==> src/rtl/ex_muldiv_unit_pkg.sv <==
// Shared encodings for the iterative mul/div execute unit: op codes and FSM states.
// Pure declarations; no timing or flow-control behaviour of its own.
package ex_muldiv_unit_pkg;

   typedef enum logic [1:0] {
      OP_MUL   = 2'b00,
      OP_MULHU = 2'b01,
      OP_DIVU  = 2'b10,
      OP_REMU  = 2'b11
   } op_e;

   typedef enum logic [1:0] {
      S_IDLE = 2'b00,
      S_BUSY = 2'b01,
      S_DONE = 2'b10
   } state_e;

   function automatic logic op_is_div(input op_e op);
      return (op == OP_DIVU) || (op == OP_REMU);
   endfunction

endpackage

==> src/rtl/ex_muldiv_unit_step.sv <==
// One combinational iteration: shift-add multiply step or restoring divide step.
// Zero latency; no flow control, the parent decides when the result is captured.
module ex_muldiv_unit_step #(
   parameter int XLEN = 32
) (
   input  logic            is_div_i,
   input  logic [XLEN-1:0] hi_i,
   input  logic [XLEN-1:0] lo_i,
   input  logic [XLEN-1:0] opnd_i,
   output logic [XLEN-1:0] hi_o,
   output logic [XLEN-1:0] lo_o
);

   logic [XLEN:0] sum;
   logic [XLEN:0] shifted;
   logic [XLEN:0] diff;
   logic          ge;

   always_comb begin
      sum     = {1'b0, hi_i} + (lo_i[0] ? {1'b0, opnd_i} : {(XLEN+1){1'b0}});
      shifted = {hi_i, lo_i[XLEN-1]};
      diff    = shifted - {1'b0, opnd_i};
      // A set top bit of the shifted remainder already exceeds any XLEN-bit divisor.
      ge      = shifted[XLEN] | ~diff[XLEN];
      if (is_div_i) begin
         hi_o = ge ? diff[XLEN-1:0] : shifted[XLEN-1:0];
         lo_o = {lo_i[XLEN-2:0], ge};
      end else begin
         hi_o = sum[XLEN:1];
         lo_o = {sum[0], lo_i[XLEN-1:1]};
      end
   end

endmodule

==> src/rtl/ex_muldiv_unit.sv <==
// Iterative unsigned MUL/MULHU/DIVU/REMU beside the EX ALU; done_out XLEN+1 cycles after accept.
// Stalls IF/ID and ID/EX while accepting or busy; result is a one-cycle pulse with no downstream backpressure.
module ex_muldiv_unit
   import ex_muldiv_unit_pkg::*;
#(
   parameter int XLEN  = 32,
   parameter int CNT_W = 6
) (
   input  logic            clk,
   input  logic            reset_n,
   input  logic            start_in,
   input  logic [1:0]      op_in,
   input  logic [XLEN-1:0] data_1_in,
   input  logic [XLEN-1:0] data_2_in,
   input  logic [4:0]      Rd_in,
   input  logic            flush_in,
   output logic            stall_out,
   output logic            busy_out,
   output logic            done_out,
   output logic [XLEN-1:0] result_out,
   output logic [4:0]      Rd_out
);

   state_e            state_q, state_d;
   op_e               op_q;
   logic [CNT_W-1:0]  count_q;
   logic [XLEN-1:0]   opnd_q, hi_q, lo_q;
   logic [XLEN-1:0]   hi_nxt, lo_nxt;
   logic [XLEN-1:0]   result_q, result_d;
   logic [4:0]        rd_q, rd_out_q;
   logic              accept, last_step, is_div_in;

   assign is_div_in = op_is_div(op_e'(op_in));
   assign accept    = (state_q == S_IDLE) && start_in && !flush_in;
   assign last_step = (count_q == CNT_W'(XLEN-1));

   always_ff @(posedge clk or negedge reset_n) begin
      if (!reset_n) state_q <= S_IDLE;
      else          state_q <= state_d;
   end

   always_comb begin
      state_d   = state_q;
      stall_out = 1'b0;
      unique case (state_q)
         S_IDLE: begin
            if (accept) begin
               state_d   = S_BUSY;
               stall_out = 1'b1;
            end
         end
         S_BUSY: begin
            stall_out = 1'b1;
            if (flush_in)       state_d = S_IDLE;
            else if (last_step) state_d = S_DONE;
         end
         S_DONE:  state_d = S_IDLE;
         default: state_d = S_IDLE;
      endcase
   end

   ex_muldiv_unit_step #(.XLEN(XLEN)) u_step (
      .is_div_i (op_is_div(op_q)),
      .hi_i     (hi_q),
      .lo_i     (lo_q),
      .opnd_i   (opnd_q),
      .hi_o     (hi_nxt),
      .lo_o     (lo_nxt)
   );

   // Low half carries product-low / quotient, high half product-high / remainder.
   always_comb begin
      result_d = lo_nxt;
      unique case (op_q)
         OP_MULHU, OP_REMU: result_d = hi_nxt;
         default:           result_d = lo_nxt;
      endcase
   end

   always_ff @(posedge clk or negedge reset_n) begin
      if (!reset_n) begin
         op_q     <= OP_MUL;
         count_q  <= '0;
         opnd_q   <= '0;
         hi_q     <= '0;
         lo_q     <= '0;
         rd_q     <= '0;
         result_q <= '0;
         rd_out_q <= '0;
      end else if (accept) begin
         op_q    <= op_e'(op_in);
         count_q <= '0;
         opnd_q  <= is_div_in ? data_2_in : data_1_in;
         lo_q    <= is_div_in ? data_1_in : data_2_in;
         hi_q    <= '0;
         rd_q    <= Rd_in;
      end else if (state_q == S_BUSY) begin
         hi_q    <= hi_nxt;
         lo_q    <= lo_nxt;
         count_q <= count_q + CNT_W'(1);
         if (last_step && !flush_in) begin
            result_q <= result_d;
            rd_out_q <= rd_q;
         end
      end
   end

   assign busy_out   = (state_q != S_IDLE);
   assign done_out   = (state_q == S_DONE);
   assign result_out = result_q;
   assign Rd_out     = rd_out_q;

endmodule

==> config.mk <==
export PLATFORM = sky130hd
export DESIGN_NAME = ex_muldiv_unit
export DESIGN_NICKNAME = d
export VERILOG_FILES = /design/src/rtl/ex_muldiv_unit_pkg.sv /design/src/rtl/ex_muldiv_unit_step.sv /design/src/rtl/ex_muldiv_unit.sv
export SDC_FILE = /design/constraint.sdc
export NUM_CORES = 1
export LEC_CHECK = 0
export ABC_AREA = 1
export CAP_MARGIN = 20
export CORE_ASPECT_RATIO = 1.2
export CORE_MARGIN = 3
export CORE_UTILIZATION = 55
export CTS_CLUSTER_SIZE = 40
export DETAILED_ROUTE_END_ITERATION = 16
export PLACE_DENSITY = 0.77
export SLEW_MARGIN = 20
export SYNTH_ARGS = -nofsm -noshare
export SYNTH_HDL_FRONTEND = slang
export SYNTH_SLANG_ARGS = --single-unit
==> constraint.sdc <==
create_clock -name clk -period 3.55 [get_ports clk]
set_clock_uncertainty 0.05 [all_clocks]
set_input_delay 0.71 -clock clk [delete_from_list [all_inputs] [get_ports clk]]
set_output_delay 0.71 -clock clk [all_outputs]
set_load 0.005 [all_outputs]
==> impl_metrics.csv <==
group,metric,value,unit
sta,finalHoldViolations,0,
global_routing,grt_usage,35.33,%
critical_path,path_cells,"ha_1, fa_1, inv_1, nand3_1, nand2_1, nand2_1, nand2_2, nand2_1, nand2_2, nand3_4, nand2_4, nand3_1, nand2_1, nand3_1, nand2_1, nand2_1",
yosys,synth.top_cell.area_share,28.05,%
yosys,yosys-top-cells-count,"887 x nand2_1, 390 x inv_1, 148 x dfrtp_1, 147 x nand3_1, 146 x nor2_1",
placed_design,dp_hpwl,35600,microns
routing,drt_first_iter_violations,1195,
yosys,synth_edf_count,0,
routing,wl,45450,microns
sta,period_share,90.69,%
sta,max_freq,310.6,MHz
clock_tree,ctsHoldBuffers,0,
critical_path,critPathSlowestCell,"dfrtp_1",
critical_path,max_stage_delay,0.45,ns
yosys,synth_ff_type,"dfrtp_1",
final_layout,finalNonFillerCells,2641,
final_layout,areaGrowthSynthToFinish,15.51,%
sta,tns,0,ns
floorplan,core,23430,sq um
yosys,syn_avg_cell_area,5.903,sq um
final_layout,nets,2454,
power_and_ir_drop,power.density,711.0,nW/um^2
routing,vias,14410,
floorplan,die_height,175.7,microns
yosys,synth_top_cells_by_area,"dfrtp_1 28%, nand2_1 25%, inv_1 11%",
clock_tree,clkTransAtPathRegs,0.07,ns
floorplan,die-area,25910,sq um
run,max_cap_viol_count,0,
power_and_ir_drop,p_leak,8.559,nW
sta,rsz0062_at_grt,"false",
critical_path,crit_path_end_kind,"flip-flop",
floorplan,die_w,147.4,microns
placed_design,globalplace.congestion,1.054,
yosys,yosys_warnings,0,
clock_tree,cts_tree,"yes",
global_routing,grt_overflow,0,
floorplan,rows,61,
global_routing,grt_pass1_wl,72060,microns
yosys,synth_most_common_cell,"nand2_1",
clock_tree,clockRootBuffer,"clkbuf_16",
clock_tree,ctsResizeCount,0,
critical_path,cp_data_required_time,3.84,ns
clock_tree,cts_max_path_buffers,2,
status,run_status,"completed",
critical_path,crit_family,"simple AND/OR/NAND/NOR gates",
routing,wl_per_cell,17.21,microns
yosys,synth.ff_latch_count,148,
critical_path,crit_top_cell,"nand2_1",
hold_path,hold_class,"primary input to async pin",
sta,relSlewSlack,46.60,%
critical_path,cp_max_fo,19,
routing,drc,0,
routing,avgViaCountPerCell,5.455,
yosys,ys_types,38,
clock_tree,clock_latency,0.45,ns
power_and_ir_drop,ir_worst_vdd,0.0003606,V
critical_path,crit_arrival,3.51,ns
critical_path,startpoint_type,"flip-flop",
floorplan,initial_core_util,56.35,%
global_routing,antenna_found_initial,1,
sta,worst_pin_slew,0.7993,ns
sta,report.final.slew_viol_count,0,
final_layout,drive_gt1_share,3.355,%
yosys,synth_nets,2379,
clock_tree,cts_setup_buffers,0,
placed_design,place_inst,2608,
routing,ant_nets,0,
yosys,async_flop_share,100.0,%
sta,setup_viol,0,
routing,drt_first_pass_iters,5,
yosys,synth_top_area_cell,"dfrtp_1",
clock_tree,numClockSinks,148,
clock_tree,htreeDepth,4,
floorplan,ios,115,
yosys,seq_area_frac_synth,28.05,%
critical_path,crit_buf_inv,1,
sta,layout_min_cycle_time,3.219,ns
global_routing,first_global_vias,13860,
placed_design,port_buffers,114,
critical_path,worstSetupPathType,"flip-flop to flip-flop",
clock_tree,cts_buffers,17,
global_routing,grt_max_degree,125,
yosys,synthCells,2237,
yosys,netlist_area,13200,sq um
==> registers in the layout, indices dropped and copies added, names as in the netlist <==
register    cells
hi_q           32
lo_q           32
opnd_q         32
result_out     32
count_q         6
Rd_out          5
rd_q            5
op_q            2
state_q         2
==> metrics by stage <==
step	util [%]	power (mW)	setup WS (ns)	cell area, sq um	hold slack (ns)
final	65.09	10.84	0.3306	15250	0.1834
after CTS	65.08	10.68	0.3837	15250	0.2224
after floorplan	-	6.946	1.020	13200	0.3644
after detailed placement	62.55	8.764	0.4149	14660	0.4147
after global placement	62.55	8.687	0.4195	14660	0.4115
after global routing	65.08	11.76	0.2006	15250	0.2383
==> final timing paths <==
| check | start | end | slack, ns | cells past startpoint |
|---|---|---|---|---|
| min in group clk | result_out[28] | result_out[28] | 0.43 | 2 |
| worst min register to register | result_out[28] | result_out[28] | 0.43 | 2 |
| worst min-delay path | reset_n | opnd_q[23] | 0.18 | 1 |
| worst max-delay path | opnd_q[0] | result_out[25] | 0.33 | 16 |
| max in group asynchronous | reset_n | lo_q[11] | 2.42 | 2 |
| worst max register to register | opnd_q[0] | result_out[25] | 0.33 | 16 |
==> per-layer routing <==
metal	vias to the layer above	global-route usage, %	share of wire [%]
met3	72	6.968	9.0
met4	0	11.07	2.7
met5	-	0	0
met1	6653	48.32	43
met2	572	56.84	45
li1	7110	-	-
==> worst register-to-register path: cells and delay by family, from the launching register on <==
| family | cells | cell delay [ns] |
|---|---|---|
| adders and majority gates | 2 | 0.72 |
| buffers and inverters | 1 | 0.12 |
| DFF | 1 | 0.45 |
| and+or+nand+nor | 13 | 1.77 |
==> cells in the final DEF (no fill, tap or decap), types with 5 or more instances in the layout <==
master	synthesis	routed
o211ai_1	62	62
o21bai_1	7	7
nor2_1	146	146
nand2_1	887	887
clkbuf_16	0	17
a21oi_1	55	55
xor2_1	8	8
xnor2_1	9	9
nor3_1	15	15
inv_1	390	388
nand3_1	147	147
clkdlybuf4s50_1	0	113
ha_1	65	65
nand4_1	38	38
dfrtp_1	148	146
inv_2	4	6
buf_12	0	5
buf_4	2	17
inv_6	0	5
nand3b_1	9	9
o21ai_0	136	136
==> power breakdown <==
group	internal (mW)	leakage [nW]	switching [mW]
registers	2.07	1.91	0.433
logic	2.12	6.37	4.34
clock network	1.06	0.278	0.818
total	5.25	8.56	5.59
==> logic make-up after synthesis <==
kind of cell | share of synthesized area (%)
flip-flops | 28.05
XOR/XNOR | 1.128
AND/OR/NAND/NOR | 38.96
AO/OA/AOI/OAI | 11.73
adder cells (fa/ha/maj) | 6.463
buffers and inverters | 13.67
==> final cells by class <==
class / instances / area [sq um]
fillers: 2209 / 8179
multi-input cells: 1614 / 7701
flip-flops and latches: 148 / 3706
inverters: 395 / 1484
repair buffers: 136 / 1370
clock buffers: 18 / 429.2
well taps: 315 / 394.1
clock inverters: 14 / 165.2
diodes: 1 / 2.502
Note: power is estimated with default switching activity, not from simulation.
